--- src/rtl/tft_timing_ctrl.sv ---
// TFT panel timing controller.
// A free-running line/frame counter is decoded into a stage-1 pixel request
// (with visible-area coordinates and a frame start pulse). The stage-2 panel
// outputs (syncs, data enable, pixel) follow one clock later. The downstream
// image source answers a request combinationally in the same cycle, so the
// returned pixel lines up with the stage-2 data enable.
module tft_timing_ctrl #(
  parameter int H_Sync         = 128,
  parameter int H_Back_Porch   = 88,
  parameter int H_Visible_area = 800,
  parameter int H_Front_Porch  = 40,
  parameter int V_Sync         = 2,
  parameter int V_Back_Porch   = 33,
  parameter int V_Visible_area = 480,
  parameter int V_Front_Porch  = 10,
  parameter int IMG_DATA_WIDTH = 16
) (
  input  logic                      clk_ctrl,
  input  logic                      reset,
  input  logic [IMG_DATA_WIDTH-1:0] disp_data,
  output logic                      frame_begin,
  output logic                      disp_data_req,
  output logic [11:0]               visible_hcount,
  output logic [11:0]               visible_vcount,
  output logic                      tft_hs,
  output logic                      tft_vs,
  output logic                      tft_de,
  output logic [IMG_DATA_WIDTH-1:0] tft_rgb
);

  // All timing arithmetic is 12-bit unsigned.
  localparam logic [11:0] H_TOTAL  = 12'(H_Sync + H_Back_Porch + H_Visible_area + H_Front_Porch);
  localparam logic [11:0] V_TOTAL  = 12'(V_Sync + V_Back_Porch + V_Visible_area + V_Front_Porch);
  localparam logic [11:0] HS_START = 12'(H_Sync + H_Back_Porch);
  localparam logic [11:0] VS_START = 12'(V_Sync + V_Back_Porch);
  localparam logic [11:0] HS_END   = 12'(H_Sync + H_Back_Porch + H_Visible_area);
  localparam logic [11:0] VS_END   = 12'(V_Sync + V_Back_Porch + V_Visible_area);
  localparam logic [11:0] H_SYNC_W = 12'(H_Sync);
  localparam logic [11:0] V_SYNC_W = 12'(V_Sync);

  logic [11:0] hcnt;
  logic [11:0] vcnt;
  logic        h_in_win;
  logic        v_in_win;
  logic        in_win;
  logic        hs_low_p1;
  logic        vs_low_p1;

  // Raster position: hcnt every clock, vcnt on the end-of-line cycle.
  always_ff @(posedge clk_ctrl or posedge reset) begin
    if (reset) begin
      hcnt <= '0;
      vcnt <= '0;
    end else if (hcnt == H_TOTAL - 12'd1) begin
      hcnt <= '0;
      vcnt <= (vcnt == V_TOTAL - 12'd1) ? 12'd0 : vcnt + 12'd1;
    end else begin
      hcnt <= hcnt + 12'd1;
    end
  end

  assign h_in_win = (hcnt >= HS_START) && (hcnt < HS_END);
  assign v_in_win = (vcnt >= VS_START) && (vcnt < VS_END);
  assign in_win   = h_in_win && v_in_win;

  // Stage 1: request, visible coordinates, frame start, raw sync flags.
  always_ff @(posedge clk_ctrl or posedge reset) begin
    if (reset) begin
      disp_data_req  <= 1'b0;
      visible_hcount <= '0;
      visible_vcount <= '0;
      frame_begin    <= 1'b0;
      hs_low_p1      <= 1'b0;
      vs_low_p1      <= 1'b0;
    end else begin
      disp_data_req  <= in_win;
      visible_hcount <= in_win ? hcnt - HS_START : 12'd0;
      visible_vcount <= in_win ? vcnt - VS_START : 12'd0;
      frame_begin    <= (hcnt == 12'd0) && (vcnt == 12'd0);
      hs_low_p1      <= hcnt < H_SYNC_W;
      vs_low_p1      <= vcnt < V_SYNC_W;
    end
  end

  // Stage 2: panel-facing syncs, data enable and pixel (blank outside DE).
  always_ff @(posedge clk_ctrl or posedge reset) begin
    if (reset) begin
      tft_hs  <= 1'b1;
      tft_vs  <= 1'b1;
      tft_de  <= 1'b0;
      tft_rgb <= '0;
    end else begin
      tft_hs  <= ~hs_low_p1;
      tft_vs  <= ~vs_low_p1;
      tft_de  <= disp_data_req;
      tft_rgb <= disp_data_req ? disp_data : '0;
    end
  end

endmodule

--- config.mk ---
export PLATFORM = sky130hd
export DESIGN_NAME = tft_timing_ctrl
export DESIGN_NICKNAME = d
export VERILOG_FILES = /design/src/rtl/tft_timing_ctrl.sv
export SDC_FILE = /design/constraint.sdc
export NUM_CORES = 1
export LEC_CHECK = 0
export BUFFER_PORTS_ARGS = -buffer_cell sky130_fd_sc_hd__buf_2
export CORE_ASPECT_RATIO = 0.9
export CORE_MARGIN = 3
export CORE_UTILIZATION = 40
export DETAILED_ROUTE_END_ITERATION = 16
export RECOVER_POWER = 50
export SETUP_SLACK_MARGIN = 0.3
export SKIP_LAST_GASP = 1
export SYNTH_ARGS = -nofsm -noshare
export SYNTH_HDL_FRONTEND = slang
export SYNTH_SLANG_ARGS = --single-unit
export TNS_END_PERCENT = 10
--- constraint.sdc ---
create_clock -name clk_ctrl -period 2.63 [get_ports clk_ctrl]
set_clock_uncertainty 0.2 [all_clocks]
set_input_delay 0.3945 -clock clk_ctrl [delete_from_list [all_inputs] [get_ports clk_ctrl]]
set_output_delay 0.3945 -clock clk_ctrl [all_outputs]
set_load 0.02 [all_outputs]
# Word level (Yosys, flattened, before mapping)

Cells that the tools add are included.
Widths: inputs -> output; s select.

Magnitude comparators: 6
Eq/ne operators: 2
Muxes and demuxes: 5
Add/subtract/negate cells: 4
Bitwise operators: 2
Reduce and logical (&&, ||, !) cells: 6

Operators by type and width:

| cell                  | number |
|---|---|
| $mux 12               | 4 |
| $add 12x1->12 const B | 2 |
| $logic_not 12->1      | 2 |
| $lt 12x10->1 const B  | 2 |
| $mux 16               | 1 |
| $eq 12x10->1 const B  | 1 |
| $eq 12x11->1 const B  | 1 |
| $ge 12x6->1 const B   | 1 |
| $ge 12x8->1 const B   | 1 |
| $lt 12x2->1 const B   | 1 |
| $lt 12x8->1 const B   | 1 |
| $sub 12x6->12 const B | 1 |
| $sub 12x8->12 const B | 1 |
| $logic_and 1x1->1     | 4 |
| $not 1->1             | 2 |

Logic and storage cells: 37
Register bits: 71
Input bits: 18
Output and inout port bits: 45

# Logic depth before layout (Yosys ltp)

Word-level depth: 4
Gate-level depth with buffers: 6
Gate-level depth less buffers: 6

# Worst setup path after synthesis

Ideal clock, no wire load.

Kind: register -> register
Start: register hcnt[6]
End: register vcnt[7]
Slack: 0.527 ns
Path buffers: 2
Cell stages (with the launch flop): 7
Data required time: 2.351 ns
Clock period less this slack: 2.103 ns
Library setup time: 0.079 ns
Data arrival time: 1.824 ns
Cell sequence: dfrtp_1 -> buf_6 -> or4b_4 -> or3_1 -> buf_6 -> nor3_4 -> xor2_1

Cells in the longest elaborated chain, start to end: 1

Ends and longest elaborated chain:

| item                   | line | text |
|---|---|---|
| from (decl)            | 41   | `logic [11:0] hcnt;` |
| from (signal assigned) | 58   | `hcnt <= hcnt + 12'd1;` |
| $eq 12x11->1           | 54   | `end else if (hcnt == H_TOTAL - 12'd1) begin` |
| to (signal assigned)   | 56   | `vcnt <= (vcnt == V_TOTAL - 12'd1) ? 12'd0 : vcnt + 12'd1;` |
| to (decl)              | 42   | `logic [11:0] vcnt;` |

No other way between the ends.
A chain may end at the register's enable or synchronous reset.

# Worst setup path after layout

Start: register vcnt[0]
End: register visible_hcount[3]

Cells in the longest elaborated chain, start to end: 4
Elaborated cells on any way between the ends: 5
Classes of those cells: order compare (2); mux (1); reduce/logical (2)

Ends and longest elaborated chain:

| item                                               | line | text |
|---|---|---|
| $ge 12x6->1 / $lt 12x10->1 (equally long branches) | 63   | `assign v_in_win = (vcnt >= VS_START) && (vcnt < VS_END);` |
| $logic_and 1x1->1 *                                | 63   |  |
| $logic_and 1x1->1 *                                | 64   | `assign in_win = h_in_win && v_in_win;` |
| $mux 12 *                                          | 77   | `visible_hcount <= in_win ? hcnt - HS_START : 12'd0;` |
| to (signal assigned)                               | 77   |  |
| to (decl)                                          | 23   | `output logic [11:0] visible_hcount,` |

Every way passes the cells marked *; elsewhere a longest branch is shown, timed or not.

==> impl_metrics.py <==
metrics = {
    "run_status": {
        "outcome": "complete, no violations",
    },
    "global_routing": {
        "grt_usage_pct": 15.5,
        "grt_pass1_wl_um": 11000,
        "grt_start_max_net_pins": 59,
        "grt_pass1_vias": 2172,
        "overflow": 0,
        "antenna_found_initial": 0,
    },
    "hold_path": {
        "hold_end": "tft_rgb[5]",
        "min_from": "disp_data[5]",
        "hold_class": "input pin to register",
        "min_path_cells": 2,
    },
    "sta": {
        "period_share_pct": 86.1,
        "finalSetupTns_ns": 0,
        "slew_headroom_pct": 49.6,
        "worst_slack_ns": 0.365,
        "slew_violations": 0,
        "timing.fmax_mhz": 442,
        "period_minus_slack_ns": 2.26,
        "worst_slew_pin_slew_ns": 0.755,
        "whs_ns": 0.0484,
        "rsz0062_at_grt": "true",
        "final_hold_viol_count": 0,
        "setup_viol": 0,
    },
    "floorplan": {
        "num_rows": 30,
        "core_area_um2": 7580,
        "die_area_um2": 8980,
        "start_util_pct": 41.6,
        "chipHeight_um": 90.2,
        "die_x_um": 99.6,
        "ios": 63,
    },
    "cells_and_area": {
        "fillers": 735,
        "drive_gt1_share_pct": 28.2,
        "final-instance-count-excl-fill": 458,
        "fin_util_pct": 49.6,
        "diodes": 0,
        "nets": 380,
        "fin_area_um2": 3760,
        "area_growth_pct": 19.3,
    },
    "synth": {
        "syn-num-nets": 316,
        "ys.flop_type": "dfrtp_1",
        "syn_area_um2": 3150,
        "yosysSeqAreaShare_pct": 56.5,
        "synth_cells": 293,
        "synth_most_common_cell": "dfrtp_1",
        "synth_area_leaders": "dfrtp_1 55%, nor3_1 4.8%, xor2_1 4.2%, and2_1 3.4%, xnor2_1 3.3%",
        "synth-edff-count": 0,
        "yosysTopAreaCell": "dfrtp_1",
        "synth_cell_types": 49,
        "syn_area_per_cell_um2": 10.8,
        "yosysWarnings": 0,
        "synth_top_area_share_pct": 54.8,
        "async_flop_share_pct": 100,
        "ys_seq_elements": 71,
        "synth_common_cells": "69 x dfrtp_1, 30 x nor3_1, 20 x nor2_1",
    },
    "routing": {
        "first_pass_iters": 4,
        "drc": 0,
        "num_vias": 2278,
        "ant_nets": 0,
        "dr.first_iter.drc_count": 115,
        "viasPerCell": 4.97,
        "wl_per_cell_um": 14.8,
        "routed_wirelength_um": 6770,
    },
    "pwr": {
        "power.density_nw_per_um2": 513,
        "swShare_pct": 23.5,
        "power_frac_seq_pct": 56.7,
        "comb_power_share_pct": 1.8,
        "total_power_mw": 1.93,
        "power_switching_mw": 0.454,
        "leakage_nw": 1.95,
        "clockPowerShare_pct": 41.5,
        "p_int_mw": 1.47,
        "ir_worst_vdd_uv": 296,
    },
    "setup_path": {
        "crit_path_end_kind": "register",
        "critPathArrivalTime_ns": 2.29,
        "r2r.worst_path.cells": 7,
        "r2r_end": "visible_hcount[3]",
        "regToRegSetupSlack_ns": 0.37,
        "worstPathRequired_ns": 2.66,
        "r2r-start": "vcnt[0]",
        "cp_max_fo": 10,
        "worstSetupPathType": "register to register",
        "cp-start-kind": "register",
    },
    "clocking": {
        "root_buffer": "clkbuf_8",
        "clk_pin_slew_ns": 0.08,
        "clock_latency_ns": 0.35,
        "clock_path_buffers": 2,
        "htreeDepth": 3,
        "cts_tree": "yes",
        "cts_sinks": 71,
        "numCtsBuffers": 9,
    },
    "place": {
        "dpl.hpwl_um": 4680,
        "dpl-instance-area_um2": 3560,
        "place_ws_ns": 0.331,
        "gp_congestion": 0.836,
        "placedCellCount": 439,
        "io_buffers": 62,
    },
    "run": {
        "max_cap_viol_count": 0,
    },
}
==> critical path, stage by stage (launching register included) <==
cell and delay, ns:
dfrtp_1 0.49, ha_1 0.32, o41ai_1 0.29, buf_4 0.19
nand3_1 0.16, o31ai_4 0.18, buf_4 0.25, nor3_1 0.06
==> logic make-up after synthesis <==
logic type	share of synthesized area (%)
flops	56.5
fa+ha+maj	1.99
buf+inv	5.72
xor+xnor	7.51
simple gates	22.2
mux	0.675
compound gates	5.32
other cells	0.119
==> worst max-delay path by stage <==
stage | slack [ns] | startpoint | end | cells past startpoint
after floorplan | 0.53 | hcnt[6] | vcnt[7] | 6
after global placement | 0.35 | vcnt[0] | visible_hcount[6] | 6
final | 0.37 | vcnt[0] | visible_hcount[3] | 7
after global routing | 0.25 | vcnt[0] | visible_hcount[7] | 6
after detailed placement | 0.33 | hcnt[6] | vcnt[7] | 4
after CTS | 0.32 | hcnt[6] | vcnt[11] | 4
==> layer usage <==
layer,up-vias,share of wire [%],track usage (%)
li1,1118,-,-
met1,1074,49,22.5
met2,75,43,21.4
met3,11,6.7,4.50
met4,0,1.8,6.83
met5,-,0,0
==> what timing repair did <==
item,4_1_cts,5_1_grt
hold buffers,1,0
endpoints found under the hold margin,13,0
endpoints found under the setup margin,0,27
setup buffers,0,2
resized for setup,0,2
==> cell type report <==
cell class	instances	area, um2	area share [%]
clock buffers	10	138	3.66
clock inverters	6	42.5	1.13
inverters	14	53.8	1.43
multi-input cells	185	1210	32.2
flip-flops and latches	71	1780	47.3
well taps	96	120	3.20
repair buffers	76	415	11.1
==> layout by cell type (no fill, tap or decap), drive strengths merged, types with 2 or more instances in the layout <==
cell | netlist | final
clkinvlp | 0 | 3
and2 | 18 | 18
nand4b | 3 | 3
dfrtp | 69 | 69
dfstp | 2 | 2
nand3 | 8 | 8
buf | 13 | 72
o21bai | 2 | 2
nor4 | 4 | 4
ha | 5 | 5
a31oi | 3 | 3
or3 | 2 | 2
and3 | 4 | 4
xnor2 | 12 | 12
nor2 | 20 | 20
nand2 | 13 | 13
a21oi | 6 | 6
xor2 | 15 | 15
clkbuf | 10 | 13
o21ai | 9 | 9
inv | 14 | 15
clkinv | 0 | 2
nor3 | 32 | 32
nand4 | 9 | 9
==> flip-flops by register name, indices dropped and copies added, names as in the netlist <==
| register | cells |
|---|---|
| visible_vcount | 12 |
| vs_low_p1 | 1 |
| tft_de | 1 |
| frame_begin | 1 |
| hcnt | 12 |
| vcnt | 12 |
| tft_hs | 1 |
| tft_vs | 1 |
| tft_rgb | 16 |
| visible_hcount | 12 |
| hs_low_p1 | 1 |
| disp_data_req | 1 |
==> power by group through the flow <==
stage / combinational (mW) / clock, mW / sequential [mW]
global placement: 0.0395 / 0 / 1.11
floorplan: 0.0163 / 0 / 1.11
detailed placement: 0.0398 / 0 / 1.11
CTS: 0.0409 / 0.822 / 1.09
finish: 0.0356 / 0.800 / 1.09
global route: 0.0424 / 0.873 / 1.09
No activity file was read; power rests on OpenSTA's default activity.
